`config.mk`:
```
export PLATFORM = sky130hd
export DESIGN_NAME = conv_mac_tree
export DESIGN_NICKNAME = d
export VERILOG_FILES = /design/src/rtl/conv_pkg.sv /design/src/rtl/conv_add_level.sv /design/src/rtl/conv_mac_tree.sv
export SDC_FILE = /design/constraint.sdc
export NUM_CORES = 2
export LEC_CHECK = 0
export BUFFER_PORTS_ARGS = -buffer_cell sky130_fd_sc_hd__buf_2
export CAP_MARGIN = 20
export CELL_PAD_IN_SITES_DETAIL_PLACEMENT = 0
export CELL_PAD_IN_SITES_GLOBAL_PLACEMENT = 1
export CORE_ASPECT_RATIO = 1.1
export CORE_MARGIN = 2
export CORE_UTILIZATION = 49
export DETAILED_ROUTE_END_ITERATION = 16
export PLACE_DENSITY_LB_ADDON = 0.1
export REMOVE_ABC_BUFFERS = 1
export SYNTH_ARGS = -nofsm -noshare
export SYNTH_HDL_FRONTEND = slang
export SYNTH_SLANG_ARGS = --single-unit
```
`constraint.sdc`:
```
create_clock -name clock -period 7.53 [get_ports clock]
set_clock_uncertainty 0.15 [all_clocks]
set_input_delay 1.8825 -clock clock [delete_from_list [all_inputs] [get_ports clock]]
set_output_delay 1.8825 -clock clock [all_outputs]
set_load 0.02 [all_outputs]
```
`src/rtl/conv_pkg.sv`:
```
// conv_pkg: shared width derivation and saturation helpers for the convolution datapath
package conv_pkg;
  typedef struct packed {
    logic [63:0] data;
    logic        sat;
  } sat_t;
  function automatic int clog2(input int n);
    int r = 0;
    while ((1 << r) < n) r++;
    return r;
  endfunction
  function automatic int prod_w(input int iw);
    return 2 * iw;
  endfunction
  function automatic int sum_w(input int iw, input int n);
    return prod_w(iw) + clog2(n);
  endfunction
  function automatic int acc_w(input int iw, input int n, input int guard);
    return sum_w(iw, n) + guard;
  endfunction
  function automatic int level_count(input int n, input int k);
    return (n + (1 << k) - 1) >> k;
  endfunction
  function automatic sat_t saturate(input logic signed [127:0] v, input bit sgn, input int ow);
    logic signed [127:0] hi, lo;
    sat_t r;
    hi = sgn ? (128'sd1 <<< (ow - 1)) - 128'sd1 : (128'sd1 <<< ow) - 128'sd1;
    lo = sgn ? -(128'sd1 <<< (ow - 1)) : 128'sd0;
    r.sat  = (v > hi) || (v < lo);
    r.data = v > hi ? hi[63:0] : v < lo ? lo[63:0] : v[63:0];
    return r;
  endfunction
endpackage

```
`src/rtl/conv_add_level.sv`:
```
// conv_add_level: one registered adder-tree level; pairs are summed, an odd leftover passes through
module conv_add_level #(
  parameter int COUNT  = 2,
  parameter int W      = 16,
  parameter int SIGNED = 1
) (
  input  logic                             clock,
  input  logic                             reset,
  input  logic                             en,
  input  logic [COUNT*W-1:0]               in_data,
  output logic [((COUNT+1)/2)*(W+1)-1:0]   out_data
);
  localparam int OC = (COUNT + 1) / 2;
  logic [OC*(W+1)-1:0] sum;
  for (genvar i = 0; i < OC; i++) begin : g_pair
    logic [W:0] x, y;
    assign x = {SIGNED != 0 && in_data[W*(2*i)+W-1], in_data[W*(2*i) +: W]};
    if (2 * i + 1 < COUNT) begin : g_two
      assign y = {SIGNED != 0 && in_data[W*(2*i+1)+W-1], in_data[W*(2*i+1) +: W]};
    end else begin : g_one
      assign y = '0;
    end
    assign sum[(W+1)*i +: W+1] = x + y;
  end
  always_ff @(posedge clock) begin
    if (reset) out_data <= '0;
    else if (en) out_data <= sum;
  end
endmodule

```
`src/rtl/conv_mac_tree.sv`:
```
// conv_mac_tree: pipelined N-element dot product with adder tree, group accumulation and saturation
module conv_mac_tree
  import conv_pkg::*;
#(
  parameter int KERNEL_SIZE_SQ = 9,
  parameter int IN_WIDTH       = 8,
  parameter int SIGNED         = 1,
  parameter int OUT_WIDTH      = 16,
  parameter int ACC_GUARD      = 4
) (
  input  logic                               clock,
  input  logic                               reset,
  input  logic                               in_valid,
  output logic                               in_ready,
  input  logic                               in_last,
  input  logic [KERNEL_SIZE_SQ*IN_WIDTH-1:0] in_data,
  input  logic [KERNEL_SIZE_SQ*IN_WIDTH-1:0] kernel_data,
  output logic                               out_valid,
  input  logic                               out_ready,
  output logic [OUT_WIDTH-1:0]               out_data,
  output logic                               out_sat
);
  localparam int N  = KERNEL_SIZE_SQ;
  localparam int D  = clog2(N);
  localparam int PW = prod_w(IN_WIDTH);
  localparam int SW = sum_w(IN_WIDTH, N);
  localparam int AW = acc_w(IN_WIDTH, N, ACC_GUARD);
  logic                pipe_en;
  logic [N*PW-1:0]     prod_c, prod;
  logic [D:0]          vld, lst;
  logic [SW-1:0]       tree_sum;
  logic [AW-1:0]       tree_x, acc, acc_next;
  logic signed [127:0] acc_x;
  logic                first;
  sat_t                sr;
  assign pipe_en  = !(out_valid && !out_ready);
  assign in_ready = pipe_en;
  for (genvar i = 0; i < N; i++) begin : g_mul
    logic [IN_WIDTH-1:0] a, b;
    assign a = in_data[IN_WIDTH*i +: IN_WIDTH];
    assign b = kernel_data[IN_WIDTH*i +: IN_WIDTH];
    if (SIGNED != 0) begin : g_s
      assign prod_c[PW*i +: PW] = PW'($signed(a)) * PW'($signed(b));
    end else begin : g_u
      assign prod_c[PW*i +: PW] = PW'(a) * PW'(b);
    end
  end
  if (D == 0) begin : g_flat
    assign tree_sum = prod;
  end else begin : g_tree
    for (genvar k = 1; k <= D; k++) begin : g_lvl
      localparam int CI = level_count(N, k - 1);
      localparam int CO = level_count(N, k);
      localparam int WI = PW + k - 1;
      logic [CI*WI-1:0]     din;
      logic [CO*(WI+1)-1:0] dout;
      if (k == 1) begin : g_in
        assign din = prod;
      end else begin : g_in
        assign din = g_lvl[k-1].dout;
      end
      conv_add_level #(.COUNT(CI), .W(WI), .SIGNED(SIGNED)) u_lvl (
        .clock(clock), .reset(reset), .en(pipe_en), .in_data(din), .out_data(dout)
      );
    end
    assign tree_sum = g_lvl[D].dout;
  end
  if (SIGNED != 0) begin : g_sx
    assign tree_x = AW'($signed(tree_sum));
    assign acc_x  = 128'($signed(acc_next));
  end else begin : g_zx
    assign tree_x = AW'(tree_sum);
    assign acc_x  = 128'(acc_next);
  end
  assign acc_next = (first ? '0 : acc) + tree_x;
  assign sr       = saturate(acc_x, SIGNED != 0, OUT_WIDTH);
  // valid/last ride alongside data: index 0 is the product stage, index k the k-th tree level
  always_ff @(posedge clock) begin
    if (reset) begin
      vld       <= '0;
      lst       <= '0;
      prod      <= '0;
      acc       <= '0;
      first     <= 1'b1;
      out_valid <= 1'b0;
      out_data  <= '0;
      out_sat   <= 1'b0;
    end else if (pipe_en) begin
      vld[0] <= in_valid;
      lst[0] <= in_last;
      for (int k = 1; k <= D; k++) begin
        vld[k] <= vld[k-1];
        lst[k] <= lst[k-1];
      end
      prod <= prod_c;
      if (vld[D]) begin
        acc   <= acc_next;
        first <= lst[D];
      end
      out_valid <= vld[D] && lst[D];
      if (vld[D] && lst[D]) begin
        out_data <= OUT_WIDTH'(sr.data);
        out_sat  <= sr.sat;
      end
    end
  end
endmodule

```
==> flow_summary.json <==
{
  "die-area_um2": 87600,
  "p_seq_share_pct": 21.7,
  "io_pins": 168,
  "clk_pin_slew_ns": 0.06,
  "grt.overflow.total": 0,
  "syn_inst": 4971,
  "hp-class": "flip-flop to flip-flop",
  "synth-async-reset-ratio_pct": 0,
  "ys.warnings.count": 0,
  "drive_gt1_share_pct": 5.78,
  "reg2reg_depth": 14,
  "leakage_nw": 21.4,
  "syn-mean-instance-area_um2": 8.40,
  "core_um2": 84600,
  "synth_edf_count": 0,
  "dr.pass1.iters": 7,
  "cts_setup_buffers": 0,
  "max_stage_delay_ns": 0.56,
  "switchingPower_w": 0.00599,
  "path_delay_family": "adder cells",
  "place.detailed.instances": 6153,
  "fin_crit_ns": 6.23,
  "syn_area_um2": 41800,
  "grt_start_max_net_pins": 153,
  "final_cell_area_um2": 45200,
  "path_cells": "buf_2 -> and2_1 -> fa_1 -> inv_1 -> fa_1 -> inv_1 -> fa_1 -> inv_1 -> fa_1 -> inv_1 -> ha_1 -> inv_1 -> o21ai_0 -> a21oi_1 -> o21ai_0 -> a211o_1 -> a2111oi_0 -> nor4_1 -> o311a_1",
  "finalWeightedCongestion": 0.849,
  "required_ns": 7.85,
  "holdPathStages": 2,
  "wl_per_cell_um": 14.9,
  "comb_power_share_pct": 62.3,
  "intPower_w": 0.00795,
  "r2r_end": "out_data[1]",
  "vias_per_cell": 5.14,
  "finalSetupTns_ns": 0,
  "h-tree-depth": 2,
  "synthToLayoutAreaGrowth_pct": 8.14,
  "critical_path_class": "primary input to flip-flop",
  "critical_path_buf_inv_count": 6,
  "first_iter_violations": 1321,
  "yosys_register_bits": 388,
  "antenna_cells": 0,
  "cts_hold_buf": 0,
  "via_count": 32000,
  "holdWs_ns": 0.298,
  "ir_drop_v": 0.000191,
  "clock-root-buffer": "clkbuf_16",
  "yosysUniqueCellTypes": 76,
  "min_to": "g_tree.g_lvl[1].din[128]",
  "placed_area_um2": 43600,
  "cp_slowest_cell": "fa_1",
  "period_share_pct": 82.8,
  "start_util_pct": 49.3,
  "io_buffers": 167,
  "grt_pass1_vias": 32200,
  "dp_hpwl_mm": 73.0,
  "path_depth": 19,
  "multi_input_area_um2": 30700,
  "cts.path.max_buffers": 3,
  "num_rows": 112,
  "fin_cells": 6228,
  "timing.final.hold_violations": 0,
  "ff2ff_setup_slack_ns": 3.07,
  "nets": 6132,
  "cp-start-kind": "primary input",
  "critPathMostFrequentCell": "inv_1",
  "powerDensity_nw_per_um2": 309,
  "clk_latency_ns": 0.58,
  "grt_pass1_wl_mm": 158,
  "rsz0062_at_grt": "no",
  "finalPower_w": 0.0139,
  "seq_area_um2": 7770,
  "die-width_um": 282,
  "cts_tree": "yes",
  "ys_top_cells_by_area": "fa_1 (24%), dfxtp_1 (19%), ha_1 (13%)",
  "fmax_mhz": 160,
  "setup_viol": 0,
  "outcome": "finished clean",
  "cts_buffers": 44,
  "clkPwrFrac_pct": 16.0,
  "worst_pin_slew_ns": 0.954,
  "power_switching_share_pct": 43.0,
  "synth_area_leader_cell": "fa_1",
  "rr_startpoint": "first",
  "min_from": "g_tree.g_lvl[1].din[128]",
  "worstPathArrival_ns": 6.56,
  "drt_wl_total_mm": 92.6,
  "grt_usage_pct": 21.8,
  "cts_resized": 0,
  "end_kind": "flip-flop",
  "drc_errors": 0,
  "maxSlewViolCount": 0,
  "synth_top_area_share_pct": 24.2,
  "synth_ff_type": "dfxtp_1",
  "antenna_found_initial": 0,
  "cts_sinks": 388,
  "maxCapViolations": 0,
  "slew_headroom_pct": 36.4,
  "ys_seq_area_share_pct": 18.6,
  "die_h_um": 310,
  "cp_max_fo": 8,
  "ant_nets": 0,
  "fillCellCount": 8294
}
area by class of cell:
class / instances / area share [%]
Clock inverter: 9 / 0.402
Timing Repair Buffer: 185 / 2.22
Inverter: 733 / 6.11
Sequential cell: 388 / 17.2
Clock buffer: 65 / 2.92
Tap cell: 1140 / 3.16
Multi-Input combinational cell: 3708 / 68.0
cell usage in the layout (no fill, tap or decap), types with 14 or more instances in the layout:
| master | netlist | routed |
|---|---|---|
| xnor2_1 | 171 | 171 |
| o211ai_1 | 25 | 25 |
| a211oi_1 | 40 | 40 |
| nor2b_1 | 67 | 66 |
| a21o_1 | 49 | 49 |
| dfxtp_1 | 388 | 388 |
| nand2b_1 | 35 | 35 |
| inv_1 | 732 | 731 |
| o21a_1 | 28 | 28 |
| and2_1 | 337 | 337 |
| nor4b_1 | 17 | 17 |
| nand3_1 | 68 | 68 |
| ha_1 | 419 | 419 |
| nand2_1 | 731 | 731 |
| a31oi_1 | 24 | 24 |
| and3_1 | 16 | 16 |
| or3_1 | 33 | 33 |
| o21ai_0 | 132 | 132 |
| buf_2 | 0 | 166 |
| buf_4 | 0 | 15 |
| nor2_1 | 255 | 255 |
| fa_1 | 504 | 504 |
| clkbuf_8 | 0 | 14 |
| a21oi_1 | 402 | 402 |
| clkbuf_16 | 0 | 44 |
| nor3_1 | 107 | 107 |
| xor2_1 | 28 | 28 |
| nor3b_1 | 22 | 22 |
| a21boi_0 | 33 | 33 |
how the worst max path moves through the flow:
stage               startpoint                  endpoint  slack [ns]
2_1_floorplan        out_ready                  in_ready      -28.74
3_3_place_gp   kernel_data[50]  g_tree.g_lvl[1].din[111]        0.73
3_5_place_dp       in_data[37]   g_tree.g_lvl[1].din[79]        0.71
4_1_cts            in_data[37]   g_tree.g_lvl[1].din[79]        1.31
5_1_grt        kernel_data[50]  g_tree.g_lvl[1].din[111]        0.94
6_report       kernel_data[50]  g_tree.g_lvl[1].din[111]        1.30
tightest hold or removal path, cell delays in order (launching register included):
cell and delay (ns):
dfxtp_1 0.31, nand2_1 0.05, a21oi_1 0.05
cells in the mapped netlist, types with 35 or more instances:
cell,n
nand3_1,68
nand2_1,731
nand2b_1,35
fa_1,504
a211oi_1,40
dfxtp_1,388
nor2_1,255
and2_1,337
o21ai_0,132
a21o_1,49
inv_1,732
ha_1,419
clkbuf_1,125
nor2b_1,67
xnor2_1,171
nor3_1,107
a21oi_1,402
per-stage QoR:
step | utilization, % | worst slack, ns
2_1_floorplan | - | -28.74
3_3_place_gp | 51.5 | 0.734
3_5_place_dp | 51.6 | 0.705
4_1_cts | 53.3 | 1.31
5_1_grt | 53.3 | 0.938
6_report | 53.3 | 1.30
power groups by stage:
| stage | Clock [W] | Sequential (W) | Combinational [W] |
|---|---|---|---|
| finish | 0.00223 | 0.00303 | 0.00869 |
| global route | 0.00236 | 0.00309 | 0.0101 |
| detailed placement | 0 | 0.00308 | 0.00876 |
| global placement | 0 | 0.00308 | 0.00869 |
| CTS | 0.00229 | 0.00304 | 0.00885 |
| floorplan | 0 | 0.00288 | 0.00697 |
kinds of logic after synthesis:
family	Yosys count	share of synthesized area, %
adder cells (fa/ha/maj)	923	36.7
flip-flops	388	18.6
buffers and inverters	875	7.90
multiplexers	7	0.168
XOR/XNOR	199	4.17
AND/OR/NAND/NOR	1734	19.9
AO/OA/AOI/OAI	845	12.5
registers in the layout, indices dropped and copies added (netlist names):
name,cells
g_tree.g_lvl.u_lvl.out_data,191
g_tree.g_lvl.din,144
acc,24
out_data,16
lst,5
vld,5
first,1
out_sat,1
out_valid,1
per-layer routing:
metal	GRT usage, %	wire (µm)
met5	0	0
met2	38.6	45500
met1	29.6	43800
met3	1.69	2100
met4	3.69	1260
Power figures use the tool's default switching activity.
